`config.mk`:
```
export PLATFORM = sky130hd
export DESIGN_NAME = hilo_ctrl
export DESIGN_NICKNAME = d
export VERILOG_FILES = /design/src/rtl/hilo_pkg.sv /design/src/rtl/hilo_regfile.sv /design/src/rtl/hilo_ctrl.sv
export SDC_FILE = /design/constraint.sdc
export NUM_CORES = 1
export LEC_CHECK = 0
export BUFFER_PORTS_ARGS = -buffer_cell sky130_fd_sc_hd__buf_2
export CAP_MARGIN = 15
export CORE_MARGIN = 8
export CORE_UTILIZATION = 47
export CTS_BUF_LIST = sky130_fd_sc_hd__clkbuf_8
export CTS_CLUSTER_SIZE = 10
export DETAILED_ROUTE_END_ITERATION = 8
export PLACE_DENSITY = 0.8
export SYNTH_ARGS = -nofsm -noshare
export SYNTH_HDL_FRONTEND = slang
export SYNTH_SLANG_ARGS = --single-unit
```
`constraint.sdc`:
```
create_clock -name clk -period 2.45 [get_ports clk]
set_clock_uncertainty 0.1 [all_clocks]
set_input_delay 0.245 -clock clk [delete_from_list [all_inputs] [get_ports clk]]
set_output_delay 0.245 -clock clk [all_outputs]
set_load 0.1 [all_outputs]
```
`src/rtl/hilo_pkg.sv`:
```
// HI/LO controller shared types: operation encoding, FSM states, mult/div unit codes.
// Latency: n/a (declarations only).
// Backpressure: n/a.
package hilo_pkg;

    // EX-stage operation code carried on ex_op
    typedef enum logic [3:0] {
        OP_NONE  = 4'd0,
        OP_MULT  = 4'd1,
        OP_MULTU = 4'd2,
        OP_DIV   = 4'd3,
        OP_DIVU  = 4'd4,
        OP_MTHI  = 4'd5,
        OP_MTLO  = 4'd6,
        OP_MFHI  = 4'd7,
        OP_MFLO  = 4'd8
    } hilo_op_t;

    typedef enum logic [1:0] {
        IDLE = 2'd0,
        MUL  = 2'd1,
        DIV  = 2'd2
    } state_t;

    // Operation selects understood by the mult/div datapath
    localparam logic [4:0] ALU_IDLE  = 5'b00000;
    localparam logic [4:0] ALU_DIV   = 5'b00110;
    localparam logic [4:0] ALU_DIVU  = 5'b00111;
    localparam logic [4:0] ALU_MULT  = 5'b01000;
    localparam logic [4:0] ALU_MULTU = 5'b01001;

    function automatic logic [4:0] md_aluctr_of(input hilo_op_t op);
        case (op)
            OP_DIV:   return ALU_DIV;
            OP_DIVU:  return ALU_DIVU;
            OP_MULT:  return ALU_MULT;
            OP_MULTU: return ALU_MULTU;
            default:  return ALU_IDLE;
        endcase
    endfunction

endpackage

```
`src/rtl/hilo_regfile.sv`:
```
// Architectural HI/LO registers; unit-result capture or MTHI/MTLO writes.
// Latency: write visible on hi/lo one cycle after the enabling edge.
// Backpressure: none; the controller guarantees capture and MT writes never coincide.
// Ports: clk/reset; cap_en + cap_hi/cap_lo (result capture); mthi_we/mtlo_we + wdata; hi/lo out.
module hilo_regfile (
    input  logic        clk,
    input  logic        reset,
    input  logic        cap_en,
    input  logic [31:0] cap_hi,
    input  logic [31:0] cap_lo,
    input  logic        mthi_we,
    input  logic        mtlo_we,
    input  logic [31:0] wdata,
    output logic [31:0] hi,
    output logic [31:0] lo
);

    always_ff @(posedge clk) begin
        if (reset) begin
            hi <= '0;
            lo <= '0;
        end else if (cap_en) begin
            hi <= cap_hi;
            lo <= cap_lo;
        end else begin
            if (mthi_we) hi <= wdata;
            if (mtlo_we) lo <= wdata;
        end
    end

endmodule

```
`src/rtl/hilo_ctrl.sv`:
```
// HI/LO issue/writeback controller between EX and the mult/div unit.
// Latency: mult captures MUL_LAT edges after issue; div captures on md_div_done (watchdog DIV_MAX).
// Backpressure: combinational stall on any HI/LO op while busy; flush overrides stall.
// Ports: clk/reset/flush; EX side ex_valid/ex_op/ex_rs/ex_rt -> stall/rdata;
//        unit side md_aluctr/md_din1/md_din2/md_start -> md_hi/md_lo/md_div_done; hi/lo/busy status.
module hilo_ctrl
    import hilo_pkg::*;
#(
    parameter int MUL_LAT = 5,
    parameter int DIV_MAX = 40
) (
    input  logic        clk,
    input  logic        reset,
    input  logic        flush,
    input  logic        ex_valid,
    input  logic [3:0]  ex_op,
    input  logic [31:0] ex_rs,
    input  logic [31:0] ex_rt,
    output logic        stall,
    output logic [31:0] rdata,
    output logic [4:0]  md_aluctr,
    output logic [31:0] md_din1,
    output logic [31:0] md_din2,
    output logic        md_start,
    input  logic [31:0] md_hi,
    input  logic [31:0] md_lo,
    input  logic        md_div_done,
    output logic [31:0] hi,
    output logic [31:0] lo,
    output logic        busy
);

    // Wide enough for both the mult countdown (<=14) and the div watchdog (<DIV_MAX)
    localparam int CNT_W = $clog2(DIV_MAX + 16);

    state_t           state;
    logic [CNT_W-1:0] cnt;

    hilo_op_t op;
    logic     is_hilo;
    logic     is_md;
    logic     is_mul;
    logic     accept;
    logic     issue;
    logic     mthi_we;
    logic     mtlo_we;
    logic     cap_en;

    assign op      = hilo_op_t'(ex_op);
    assign is_hilo = ex_op inside {[4'd1:4'd8]};
    assign is_md   = op inside {OP_MULT, OP_MULTU, OP_DIV, OP_DIVU};
    assign is_mul  = op inside {OP_MULT, OP_MULTU};

    assign busy    = (state != IDLE);
    assign stall   = ex_valid & busy & is_hilo & ~flush;

    // Ops are only taken in IDLE; flush discards whatever EX presents this cycle
    assign accept  = ex_valid & ~busy & ~flush;
    assign issue   = accept & is_md;
    assign mthi_we = accept & (op == OP_MTHI);
    assign mtlo_we = accept & (op == OP_MTLO);

    // Flush beats a completion landing in the same cycle
    assign cap_en  = ~flush & (((state == MUL) & (cnt == '0)) |
                               ((state == DIV) & md_div_done));

    always_comb begin
        rdata = '0;
        if (ex_valid && op == OP_MFHI) rdata = hi;
        else if (ex_valid && op == OP_MFLO) rdata = lo;
    end

    always_ff @(posedge clk) begin
        if (reset) begin
            state     <= IDLE;
            cnt       <= '0;
            md_din1   <= '0;
            md_din2   <= '0;
            md_aluctr <= ALU_IDLE;
            md_start  <= 1'b0;
        end else if (flush) begin
            // Operands/aluctr deliberately keep their last value
            state    <= IDLE;
            cnt      <= '0;
            md_start <= 1'b0;
        end else begin
            md_start <= 1'b0;
            case (state)
                IDLE: begin
                    if (issue) begin
                        md_din1   <= ex_rs;
                        md_din2   <= ex_rt;
                        md_aluctr <= md_aluctr_of(op);
                        if (is_mul) begin
                            state <= MUL;
                            cnt   <= CNT_W'(MUL_LAT - 1);
                        end else begin
                            state    <= DIV;
                            cnt      <= '0;
                            md_start <= 1'b1;
                        end
                    end
                end
                MUL: begin
                    if (cnt == '0) state <= IDLE;
                    else           cnt   <= cnt - 1'b1;
                end
                DIV: begin
                    // Result beats the watchdog if both land in the same cycle
                    if (md_div_done || cnt == CNT_W'(DIV_MAX - 1)) begin
                        state <= IDLE;
                        cnt   <= '0;
                    end else begin
                        cnt <= cnt + 1'b1;
                    end
                end
                default: begin
                    state <= IDLE;
                    cnt   <= '0;
                end
            endcase
        end
    end

    hilo_regfile u_regfile (
        .clk     (clk),
        .reset   (reset),
        .cap_en  (cap_en),
        .cap_hi  (md_hi),
        .cap_lo  (md_lo),
        .mthi_we (mthi_we),
        .mtlo_we (mtlo_we),
        .wdata   (ex_rs),
        .hi      (hi),
        .lo      (lo)
    );

endmodule

```
=== Word level (Yosys, flattened, before mapping) ===
Index checks and enable logic that the tools add are counted.

* Register bits: 142
* Input bits: 137
* Logic and storage cells: 77

* $add $sub $neg: 2
* Order comparisons: 2
* Eq/ne operators: 15
* Mux-type cells: 18
* Bitwise gates (word level): 16
* Reductions and logical operators: 16

{| class="wikitable"
|+ Operator list
! cell !! count
|-
| 32-bit two-way mux || 6
|-
| 6-bit two-way mux || 3
|-
| 6-bit case mux with 3 select lines || 1
|-
| 4-bit by 3-bit == test with 1-bit output, second input constant || 4
|-
| 4-bit case mux with 4 select lines || 1
|-
| 1-bit bitwise AND || 11
|-
| 4-bit by 2-bit == test with 1-bit output, second input constant || 2
|-
| 2-bit two-way mux || 4
|-
| 2-bit nonzero test || 4
|-
| 6-bit by 1-bit adder with 6-bit output, second input constant || 1
|-
| 6-bit == test, second input constant || 1
|-
| 6-bit logical NOT || 1
|-
| 2-bit case mux with 3 select lines || 1
|-
| 3-bit AND reduction || 2
|-
| 6-bit by 1-bit subtractor with 6-bit output, second input constant || 1
|-
| 4-bit by 1-bit == test with 1-bit output, second input constant || 1
|-
| 4-bit == test, second input constant || 1
|-
| 4-bit by 1-bit >= comparator with 1-bit output, second input constant || 1
|-
| 4-bit <= comparator, second input constant || 1
|-
| 2-bit by 1-bit != test with 1-bit output, second input constant || 2
|-
| 2-bit != test, second input constant || 2
|-
| 1-bit NOT || 4
|-
| 4-bit nonzero test || 1
|-
| 4-bit OR reduction || 1
|-
| other kinds (10) || 12
|}

=== Depth between registers and ports, before layout ===
Gate-level depths: netlist (run 1).

* Depth in word-level cells: 7
* Depth in mapped cells: 8
* Mapped depth without buffers: 6

=== Modules after synthesis ===
Synthesis (run 1) repeated with hierarchy kept, for this count alone.

* Cell total of the unflattened synthesis: 724
* Area, all modules: 6682.7 µm²

{| class="wikitable"
|+ By module, submodules not included
! module !! instances !! cells an instance !! area each (µm²) !! seq. area each (µm²)
|-
| hilo_ctrl || 1 || 439 || 3453.3 || 1521.5
|-
| hilo_regfile || 1 || 285 || 3229.3 || 1281.2
|}

=== Least setup slack after synthesis (run 1) ===
OpenSTA, ideal clock, no wires.

* Path kind: flip-flop to output port
* Start: register state[0]
* End: output port stall
* Data arrival time: 3336 ps
* Slack: -1231 ps
* Cell stages (with the launch flop): 4
* Buffers on the path: 1
* Cells stage by stage: dfxtp_1 clkbuf_1 or2_2 nor3b_1

* Cells in the longest elaborated chain, start to end: 4

{| class="wikitable"
|+ Ends and longest elaborated chain
! item !! line !! RTL
|-
| from (decl) || hilo_ctrl.sv:36 || <nowiki>state_t state;</nowiki>
|-
| from (signal assigned) || hilo_ctrl.sv:75 || <nowiki>state <= IDLE;</nowiki>
|-
| from (signal assigned) || hilo_ctrl.sv:83 || <nowiki>state <= IDLE;</nowiki>
|-
| from (signal assigned) || hilo_ctrl.sv:95 || <nowiki>state <= MUL;</nowiki>
|-
| 2-bit nonzero test || hilo_ctrl.sv:54 || <nowiki>assign busy = (state != IDLE);</nowiki>
|-
| via busy || hilo_ctrl.sv:30 || <nowiki>output logic busy</nowiki>
|-
| 1-bit bitwise AND (3 in series) || hilo_ctrl.sv:55 || <nowiki>assign stall = ex_valid & busy & is_hilo & ~flush;</nowiki>
|-
| to (decl) || hilo_ctrl.sv:19 || <nowiki>output logic stall,</nowiki>
|}

The timed path passes the listed nets, and every way through them passes these cells.

=== Worst setup path in the final report (run 1) ===
* Start: register cnt[0]
* End: register u_regfile.lo[15]

* Cells in the longest elaborated chain, start to end: 5

{| class="wikitable"
|+ Ends and longest elaborated chain
! item !! line !! RTL
|-
| from (decl) || hilo_ctrl.sv:37 || <nowiki>logic [CNT_W-1:0] cnt;</nowiki>
|-
| from (signal assigned) || hilo_ctrl.sv:96 || <nowiki>cnt <= CNT_W'(MUL_LAT - 1);</nowiki>
|-
| from (signal assigned) || hilo_ctrl.sv:106 || <nowiki>else cnt <= cnt - 1'b1;</nowiki>
|-
| from (signal assigned) || hilo_ctrl.sv:114 || <nowiki>cnt <= cnt + 1'b1;</nowiki>
|-
| 6-bit logical NOT (*) || hilo_ctrl.sv:64 || <nowiki>assign cap_en = ~flush & (((state == MUL) & (cnt == '0)) |</nowiki>
|-
| 1-bit bitwise AND (*) || hilo_ctrl.sv:64 ||
|-
| 1-bit OR (*) || hilo_ctrl.sv:64 ||
|-
| 1-bit bitwise AND (*) || hilo_ctrl.sv:64 ||
|-
| 32-bit two-way mux or 2-bit nonzero test (tied branches) || n/a ||
|-
| to (signal assigned) || hilo_regfile.sv:24 || <nowiki>lo <= cap_lo;</nowiki>
|-
| to (signal assigned) || hilo_regfile.sv:27 || <nowiki>if (mtlo_we) lo <= wdata;</nowiki>
|-
| to (decl) || hilo_regfile.sv:15 || <nowiki>output logic [31:0] lo</nowiki>
|}

Every way passes the cells marked *; elsewhere a longest branch is shown, timed or not.
A chain may end at the register's enable or synchronous reset.

==> metrics.md, run 1 <==
| Metric | Value |
|---|---|
| Launch point of the worst reg-to-reg path | cnt[0] |
| Routed len/inst | 20.2 µm |
| Root Driver | clkbuf_8 |
| WL final | 26,300 µm |
| Die X-Extent | 131 µm |
| Fin cells | 1,303 |
| Ratio of cells with drive above 1 in the final layout | 0.358 |
| Setup CP Type | flop to flop |
| Worst-Margin Slew | 0.772 ns |
| EDFF count, synth | 0 |
| Fin Hold WS | 0.0246 ns |
| Power per cell area | 525 nW/µm² |
| Clock sinks | 140 |
| Row cnt | 42 |
| DIE AREA | 17,300 µm² |
| Element type at the critical path end | flop |
| Fin Setup TNS | 0 ns |
| Final Hold Vio Count | 0 |
| Placer Congestion | 0.875 |
| Internal power | 3.81 mW |
| Gate power share | 0.173 |
| DP Cell Count | 1,154 |
| DR top layer | met4 |
| Number of fill cells in the layout | 878 |
| Count of warnings emitted by yosys | 0 |
| Post-CTS Setup Inserts | 0 |
| Met3 Wirelength | 2100 µm |
| Hold_sp | md_hi[8] |
| Clock group share of total power | 0.386 |
| Hpwl dp | 16,600 µm |
| Fin util | 0.770 |
| Met1 Wirelength | 9520 µm |
| Seq cells post-synth | 140 |
| Yosys top cell area share | 0.447 |
| Syn Area/Cell | 8.62 µm² |
| Seq/Total Area, Yosys | 0.447 |
| Vias | 7,406 |
| Drt first pass iters | 8 |
| R2R setup slack | 0.12 ns |
| F_max | 0.430 GHz |
| GRT Overall Usage | 0.293 |
| Detail Route Antenna Nets | 0 |
| WHS Path Cells | 3 |
| Core box area | 13,100 µm² |
| Num CTS Buffers | 17 |
| Antenna violations before repair | 5 |
| Synth Instances | 727 |
| Overflow after GRT | 0 |
| Remaining DRCs | 0 |
| Period Utilization, post-route | 0.950 |
| Max IR drop VDD | 0.000308 V |
| Switching Share | 0.282 |
| Unrepaired setup endpoints after global routing | no |
| Min-delay worst type | input pin to flop |
| Syn nets | 866 |
| TritonCTS clock tree | built |
| Path depth of the worst reg2reg path | 7 |
| Slew headroom | 0.486 |
| Post-synth top area cell | dfxtp_1 |
| Final setup vio count | 0 |
| Endpoint of the worst register-to-register path | u_regfile.lo[15] |
| H-tree Lvls | 4 |
| Initial core utilization | 0.477 |
| First-pass GRT wire length | 41,000 µm |
| CP Data Required Time | 2.66 ns |
| Largest net degree at the start of global routing | 115 |
| Final max-slew violation count | 0 |
| CP max FO | 15 |
| Clock latency on the worst-skew pair | 0.43 ns |
| Critical Path Start Type | flop |
| Die Ht | 131 µm |
| Met2 wire len | 13,200 µm |
| Vias per Instance | 5.68 |
| Status | finished clean |
| 1st-iter DRT viols | 802 |
| Seq pwr share | 0.441 |
| Hold EP | u_regfile.hi[8] |
| Cell Area, Synth | 6270 µm² |
| Async set or reset register ratio after synthesis | 0 |
| Sequential cell area | 2800 µm² |
| Number of maximum-capacitance violations | 0 |
| CTS max path bufs | 2 |
| Vias in the first global route | 7,543 |
| Count leader, synth | dfxtp_1 |
| Clock slew at reported path FFs | 0.08 ns |
| Psw | 1.50 mW |
| Multi-input logic area | 3230 µm² |
| Worst EP arrival | 2.54 ns |
| # nets final | 1,249 |
| Leak Pwr | 4.28 nW |
| Library cells used by synthesis | 48 |
| I/O pins | 305 |
| Area growth syn-to-layout | 61.4% |
| Port Buffers | 303 |
| Most frequent cells after synthesis | dfxtp_1, nand2_1, a21oi_1, nor2_1, mux2i_1 |
| Most area-consuming cells after synthesis | dfxtp_1, mux2i_1, a221oi_1 |
| Period minus WS final | 2.33 ns |
| Top_reg_cell synth | dfxtp_1 |
[state kept, by name, indices dropped and copies added (netlist names)]
name / flops
md_aluctr: 3
md_start: 1
md_din2: 32
state: 2
cnt: 6
u_regfile.lo: 32
u_regfile.hi: 32
md_din1: 32
[how the worst max path moves through the flow]
stage / from / end / slack [ns] / depth (start not counted)
finish: cnt[0] / u_regfile.lo[15] / 0.12 / 7
CTS: cnt[1] / u_regfile.hi[9] / 0.12 / 7
global route: cnt[0] / u_regfile.lo[31] / 0.03 / 7
detailed placement: cnt[0] / u_regfile.hi[9] / 0.13 / 7
global placement: cnt[0] / u_regfile.lo[25] / 0.21 / 7
floorplan: state[0] / stall / 0.12 / 3
[cells in the final DEF (no fill, tap or decap), types with 4 or more instances in the layout]
cell type      instances
buf_2                270
dfxtp_1              140
nand2_1              134
dlygate4sd3_1        113
a21oi_1               73
nor2_1                70
mux2i_1               65
a221oi_1              62
buf_12                38
a22o_2                30
clkbuf_8              24
buf_4                 18
inv_1                 10
diode_2                5
nor3_1                 4
[power by group through the flow]
| stage | Sequential (mW) | Clock (mW) | Combinational [mW] |
|---|---|---|---|
| after floorplan | 2.69 | 0 | 0.209 |
| after global placement | 2.39 | 0 | 0.741 |
| after detailed placement | 2.39 | 0 | 0.746 |
| after CTS | 2.34 | 2.06 | 0.892 |
| after global routing | 2.35 | 2.17 | 0.954 |
| final | 2.34 | 2.05 | 0.917 |
[final cells by class]
class,count,share of cell area
timing repair buffer,439,0.334
multi-input combinational,504,0.319
sequential,140,0.277
clock buffer,24,0.0327
tap,176,0.0218
clock inverter,7,0.0109
inverter,8,0.00297
antenna,5,0.00124
[per-stage QoR]
step                      power (mW)  area [µm²]  setup slack, ns
final                           5.31       10100            0.123
after global placement          3.13        8510            0.210
after global routing            5.48       10100           0.0260
after CTS                       5.30       10100            0.116
after detailed placement        3.14        8510            0.128
after floorplan                 2.90        6310            0.122
[logic make-up (layout without fill, tap and decap cells)]
| family | after synthesis | count (layout) | share of synthesized area |
|---|---|---|---|
| AO/OA/AOI/OAI | 190 | 190 | 0.219 |
| XOR/XNOR | 5 | 5 | 0.00699 |
| adder cells (fa/ha/maj) | 2 | 2 | 0.00399 |
| buffers and inverters | 83 | 478 | 0.0539 |
| flip-flops | 140 | 140 | 0.447 |
| multiplexers | 65 | 65 | 0.104 |
| other | 1 | 6 | 0.000598 |
| AND/OR/NAND/NOR | 241 | 241 | 0.165 |
[critical path, stage by stage (launching register included)]
cell and delay [ns]:
dfxtp_1 0.31, inv_1 0.09, ha_1 0.20, or4b_4 0.51
o32ai_4 0.34, nand2b_2 0.13, buf_4 0.21, a221oi_1 0.33
[layer usage]
| metal | vias to the layer above | global-route usage |
|---|---|---|
| li1 | 3374 | - |
| met1 | 3450 | 0.314 |
| met2 | 467 | 0.500 |
| met3 | 115 | 0.0755 |
| met4 | 0 | 0.198 |
| met5 | - | 0 |
[repair_timing]
action / in CTS / in global routing
setup endpoints to repair: 0 / 8
hold buffers: 113 / 0
gates resized for setup: 0 / 3
hold endpoints to repair: 113 / 0
(Power assumes the default switching activity.)
==> inputs of run 2 (changes only) <==
--- a/config.mk
+++ b/config.mk
@@ -8,11 +8,11 @@
 export BUFFER_PORTS_ARGS = -buffer_cell sky130_fd_sc_hd__buf_2
 export CAP_MARGIN = 15
 export CORE_MARGIN = 8
-export CORE_UTILIZATION = 47
-export CTS_BUF_LIST = sky130_fd_sc_hd__clkbuf_8
+export CORE_UTILIZATION = 46
 export CTS_CLUSTER_SIZE = 10
 export DETAILED_ROUTE_END_ITERATION = 8
-export PLACE_DENSITY = 0.8
+export GPL_ROUTABILITY_DRIVEN = 0
+export PLACE_DENSITY = 0.79
 export SYNTH_ARGS = -nofsm -noshare
 export SYNTH_HDL_FRONTEND = slang
 export SYNTH_SLANG_ARGS = --single-unit
==> metrics.md, run 2 (same netlist as run 1, synthesis figures left out) <==
| Metric | Value |
|---|---|
| Status | finished clean (unchanged) |
| GRT Overall Usage | 0.275 (was 0.293) |
| Clock latency on the worst-skew pair | 0.41 ns (was 0.43 ns) |
| Overflow after GRT | 0 (unchanged) |
| Routed len/inst | 20.1 µm (was 20.2 µm) |
| R2R setup slack | 0.13 ns (was 0.12 ns) |
| Num CTS Buffers | 17 (unchanged) |
| Worst EP arrival | 2.47 ns (was 2.54 ns) |
| CP max FO | 43 (was 15) |
| Power per cell area | 579 nW/µm² (was 525 nW/µm²) |
| Max IR drop VDD | 0.000480 V (was 0.000308 V) |
| Element type at the critical path end | flop (unchanged) |
| Launch point of the worst reg-to-reg path | cnt[1] (was cnt[0]) |
| Hold_sp | ex_rs[24] (was md_hi[8]) |
| H-tree Lvls | 4 (unchanged) |
| Unrepaired setup endpoints after global routing | no (unchanged) |
| WL final | 25,100 µm (was 26,300 µm) |
| Fin util | 0.726 (was 0.770) |
| Number of maximum-capacitance violations | 0 (unchanged) |
| First-pass GRT wire length | 39,200 µm (was 41,000 µm) |
| Most frequent cells in the layout | buf_2, dfxtp_1, nand2_1 (unchanged) |
| Cell area after layout | 9650 µm² (was 10,100 µm²) |
| Critical Path Start Type | flop (unchanged) |
| Root Driver | clkbuf_16 (was clkbuf_8) |
| Period Utilization, post-route | 0.946 (was 0.950) |
| Drt first pass iters | 5 (was 8) |
| Row cnt | 42 (unchanged) |
| Port Buffers | 303 (unchanged) |
| Antenna violations before repair | 6 (was 5) |
| Core box area | 13,300 µm² (was 13,100 µm²) |
| Setup CP Type | flop to flop (unchanged) |
| Hpwl dp | 17,000 µm (was 16,600 µm) |
| Largest net degree at the start of global routing | 69 (was 115) |
| CP bufs+invs | 3 (was 2) |
| Vias in the first global route | 7,184 (was 7,543) |
| DIE AREA | 17,600 µm² (was 17,300 µm²) |
| CTS max path bufs | 2 (unchanged) |
| Fin Setup TNS | 0 ns (unchanged) |
| Dpl cell area | 8500 µm² (was 8510 µm²) |
| TritonCTS clock tree | built (unchanged) |
| Crit path largest cell delay | 0.53 ns (was 0.51 ns) |
| Vias | 7,067 (was 7,406) |
| Hold EP | md_din1[24] (was u_regfile.hi[8]) |
| Period minus WS final | 2.32 ns (was 2.33 ns) |
| Clock sinks | 140 (unchanged) |
| Final max-slew violation count | 0 (unchanged) |
| 1st-iter DRT viols | 649 (was 802) |
| I/O pins | 305 (unchanged) |
| Fin cells | 1,249 (was 1,303) |
| Ratio of cells with drive above 1 in the final layout | 0.378 (was 0.358) |
| Slew headroom | 0.514 (was 0.486) |
| Most common cell after layout, fill and taps aside | buf_2 (unchanged) |
| F_max | 0.431 GHz (was 0.430 GHz) |
| CP Data Required Time | 2.61 ns (was 2.66 ns) |
| Initial core utilization | 0.471 (was 0.477) |
| Clock slew at reported path FFs | 0.06 ns (was 0.08 ns) |
| Slowest cell on the critical path | or4b_1 (was or4b_4) |
| Vias per Instance | 5.66 (was 5.68) |
| CP top delay family | buffers and inverters (was compound AO/OA/AOI/OAI gates) |
| Area growth syn-to-layout | 54.0% (was 61.4%) |
| DP Cell Count | 1,157 (was 1,154) |
| Detail Route Antenna Nets | 0 (unchanged) |
| Final Hold Vio Count | 0 (unchanged) |
| Min-delay worst type | input pin to flop (unchanged) |
| Die Ht | 133 µm (was 131 µm) |
| # nets final | 1,197 (was 1,249) |
| Crit path cell chain | inv_1, ha_1, or4b_1, o32ai_4, buf_4, buf_6, a221oi_1 (was inv_1, ha_1, or4b_4, o32ai_4, nand2b_2, buf_4, a221oi_1) |
| Die X-Extent | 133 µm (was 131 µm) |
| Endpoint of the worst register-to-register path | u_regfile.lo[9] (was u_regfile.lo[15]) |
| WHS Path Cells | 3 (unchanged) |
| Final setup vio count | 0 (unchanged) |
| Worst-Margin Slew | 0.729 ns (was 0.772 ns) |
| Leak Pwr | 4.10 nW (was 4.28 nW) |
| Remaining DRCs | 0 (unchanged) |
| Path depth of the worst reg2reg path | 7 (unchanged) |
## run 2: worst min-delay path: stages
cell and delay (ns):
buf_2 0.14, nand2_1 0.06, a21oi_1 0.05
## run 2: what timing repair did
item,4_1_cts,5_1_grt
hold buffers,57,0
setup endpoints to repair,0,42
buffers inserted,0,1
endpoints found under the hold margin,57,0
resized for setup,0,4
## run 2: layout make-up
| type | instances | area, µm² |
|---|---|---|
| multi-input combinational | 504 | 3230 |
| sequential | 140 | 2800 |
| tap | 176 | 220 |
| timing repair buffer | 387 | 2810 |
| fill | 921 | 3650 |
| inverter | 8 | 30.0 |
| clock inverter | 10 | 103 |
| clock buffer | 19 | 433 |
| antenna | 5 | 12.5 |
## run 2: how the worst max path moves through the flow
stage,start,to,slack [ns],cells after the start
floorplan,state[0],stall,0.12,3
global placement,cnt[0],u_regfile.lo[31],0.15,6
detailed placement,cnt[0],u_regfile.hi[29],0.10,6
CTS,cnt[1],u_regfile.lo[9],0.08,6
global route,cnt[1],u_regfile.lo[10],0.01,7
finish,cnt[1],u_regfile.lo[9],0.13,7
## run 2: metrics by stage
step | hold WS [ns] | power (mW) | worst slack [ns]
2_1_floorplan | 0.281 | 2.90 | 0.122
3_3_place_gp | 0.339 | 3.13 | 0.154
3_5_place_dp | 0.343 | 3.14 | 0.103
4_1_cts | 0.000544 | 5.60 | 0.0781
5_1_grt | 0.0140 | 5.75 | 0.0126
6_report | 0.0210 | 5.59 | 0.132
## run 2: per-layer routing
metal,track usage,part of all wire,up-vias
met4,0.155,0.041,2
li1,-,-,3271
met3,0.0874,0.092,78
met2,0.457,0.49,403
met5,0,0.00048,-
met1,0.305,0.37,3313
## run 2: power breakdown
part	internal, mW	switching, mW	total, mW
registers	2.32	0.0281	2.35
clock network	1.46	0.942	2.41
logic	0.249	0.585	0.834
==> inputs of run 3 (changes only) <==
==> constraint.sdc (replaced) <==
create_clock -name clk -period 2.45 [get_ports clk]
set_clock_uncertainty 0.1 [all_clocks]
set_input_delay 0 -clock clk [delete_from_list [all_inputs] [get_ports clk]]
set_output_delay 0 -clock clk [all_outputs]
set_load 0.1 [all_outputs]
==> metrics.md, run 3 (same netlist as run 1, synthesis figures left out) <==
| Metric | Value |
|---|---|
| Launch point of the worst reg-to-reg path | cnt[0] (was cnt[1]) |
| CP startpoint | ex_op[0] (was cnt[1]) |
| Clock slew at reported path FFs | 0.05 ns (was 0.06 ns) |
| Fin Setup TNS | 0 ns (unchanged) |
| Hold_sp | ex_op[1] (was ex_rs[24]) |
| Worst-Margin Slew | 0.746 ns (was 0.729 ns) |
| CP max FO | 17 (was 43) |
| Hold EP | md_aluctr[0] (was md_din1[24]) |
| H-tree Lvls | 4 (unchanged) |
| 1st-iter DRT viols | 691 (was 649) |
| Vias in the first global route | 7,904 (was 7,184) |
| Vias | 7,665 (was 7,067) |
| Hpwl dp | 17,100 µm (was 17,000 µm) |
| Fin Hold WS | 0.0207 ns (was 0.0210 ns) |
| Root Driver | clkbuf_16 (unchanged) |
| Overflow after GRT | 0 (unchanged) |
| Vias per Instance | 5.78 (was 5.66) |
| Power per cell area | 545 nW/µm² (was 579 nW/µm²) |
| Status | finished clean (unchanged) |
| Endpoint of the worst register-to-register path | u_regfile.hi[6] (was u_regfile.lo[9]) |
| I/O pins | 305 (unchanged) |
| Port Buffers | 303 (unchanged) |
| First-pass GRT wire length | 43,100 µm (was 39,200 µm) |
| Critical Path Start Type | input pin (was flop) |
| WHS Path Cells | 4 (was 3) |
| Crit path cell chain | dlygate4sd3_1, buf_2, nor3_1, and3_1, buf_4, a22o_1, buf_12 (was inv_1, ha_1, or4b_1, o32ai_4, buf_4, buf_6, a221oi_1) |
| Slowest cell on the critical path | dlygate4sd3_1 (was or4b_1) |
| Leak Pwr | 4.43 nW (was 4.10 nW) |
| Slew headroom | 0.503 (was 0.514) |
| Clock latency on the worst-skew pair | 0.41 ns (about the same) |
| Drt first pass iters | 6 (was 5) |
| Row cnt | 42 (unchanged) |
| Most common cell after layout, fill and taps aside | buf_2 (unchanged) |
| DIE AREA | 17,600 µm² (unchanged) |
| Final max-slew violation count | 0 (unchanged) |
| Die X-Extent | 133 µm (unchanged) |
| Period Utilization, post-route | 0.961 (was 0.946) |
| CP bufs+invs | 4 (was 3) |
| Multi-input logic area | 3270 µm² (was 3230 µm²) |
| Path depth of the worst reg2reg path | 7 (unchanged) |
| CP top delay family | buffers and inverters (unchanged) |
| GRT Overall Usage | 0.302 (was 0.275) |
| Number of maximum-capacitance violations | 0 (unchanged) |
| Antenna violations before repair | 1 (was 6) |
| Num CTS Buffers | 17 (unchanged) |
| Detail Route Antenna Nets | 0 (unchanged) |
| Max IR drop VDD | 0.000408 V (was 0.000480 V) |
| Number of fill cells in the layout | 818 (was 921) |
| F_max | 0.425 GHz (was 0.431 GHz) |
| Die Ht | 133 µm (unchanged) |
| Element type at the critical path end | output port (was flop) |
| Min-delay worst type | input pin to flop (unchanged) |
| Clock sinks | 140 (unchanged) |
| # nets final | 1,274 (was 1,197) |
| Remaining DRCs | 0 (unchanged) |
| Worst EP arrival | 2.25 ns (was 2.47 ns) |
| Core box area | 13,300 µm² (unchanged) |
| Period minus WS final | 2.35 ns (was 2.32 ns) |
| Routed len/inst | 20.9 µm (was 20.1 µm) |
| R2R setup slack | 0.13 ns (about the same) |
| Sequential cell area | 2800 µm² (unchanged) |
| Unrepaired setup endpoints after global routing | no (unchanged) |
| Ratio of cells with drive above 1 in the final layout | 0.339 (was 0.378) |
| Final Hold Vio Count | 0 (unchanged) |
| Area growth syn-to-layout | 67.6% (was 54.0%) |
| Initial core utilization | 0.471 (unchanged) |
| Largest net degree at the start of global routing | 107 (was 69) |
| CTS max path bufs | 2 (unchanged) |
| CP Data Required Time | 2.35 ns (was 2.61 ns) |
| TritonCTS clock tree | built (unchanged) |
| Most frequent cells in the layout | buf_2, dfxtp_1, nand2_1, dlygate4sd3_1, a21oi_1 (was buf_2, dfxtp_1, nand2_1) |
| Crit path largest cell delay | 0.55 ns (was 0.53 ns) |
| Setup CP Type | input pin to output port (was flop to flop) |
| WL final | 27,700 µm (was 25,100 µm) |
| Final setup vio count | 0 (unchanged) |
[run 3: routing by layer]
metal,up-vias,routed length [µm],part of all wire,global-route usage
met1,3623,9970,0.36,0.324
li1,3423,-,-,-
met5,-,0,0,0
met2,505,13700,0.50,0.511
met4,0,1650,0.060,0.203
met3,114,2340,0.085,0.0836
[run 3: power breakdown]
group	total (mW)	switching, mW	leakage, nW	internal [mW]
Sequential	2.35	0.0283	1.13	2.32
Combinational	0.955	0.621	3.02	0.333
Clock	2.42	0.933	0.283	1.49
Total	5.73	1.58	4.43	4.14
[run 3: through the flow]
| stage | area [µm²] | utilization | total power [mW] | std cells | setup WS [ns] |
|---|---|---|---|---|---|
| after global routing | 10500 | 0.790 | 5.90 | 1325 | 0.00727 |
| after detailed placement | 8480 | 0.638 | 3.14 | 1156 | 0.0546 |
| after global placement | 8480 | 0.638 | 3.13 | 1156 | 0.159 |
| after floorplan | 6280 | - | 2.90 | 727 | 0.217 |
| after CTS | 10400 | 0.780 | 5.70 | 1322 | 0.00858 |
| final | 10500 | 0.790 | 5.73 | 1325 | 0.0958 |
[run 3: worst max path at each step]
stage	endpoint	slack, ns	depth (start not counted)
floorplan	u_regfile.lo[0]	0.22	8
global placement	u_regfile.hi[17]	0.16	7
detailed placement	u_regfile.lo[3]	0.05	7
CTS	u_regfile.lo[18]	0.009	7
global route	rdata[2]	0.007	7
finish	rdata[2]	0.1	7
[run 3: final cells by class]
| type | instances | area share |
|---|---|---|
| flip-flops and latches | 140 | 0.267 |
| repair buffers | 464 | 0.345 |
| clock inverters | 8 | 0.00619 |
| well taps | 176 | 0.0210 |
| inverters | 8 | 0.00286 |
| diodes | 1 | 0.000238 |
| clock buffers | 24 | 0.0468 |
| multi-input cells | 504 | 0.311 |
[run 3: what timing repair did]
action                     4_1_cts  5_1_grt
buffers inserted                 0        1
gates resized for setup          0       17
hold endpoints to repair       135        0
setup endpoints to repair        0       64
hold buffers                   134        0
[run 3: worst register-to-register path: stages, from the launching register on]
cell,delay (ns)
dfxtp_1,0.33
inv_2,0.08
ha_2,0.20
or4b_4,0.49
o32ai_4,0.37
nand2b_4,0.12
clkbuf_16,0.22
a221oi_1,0.31
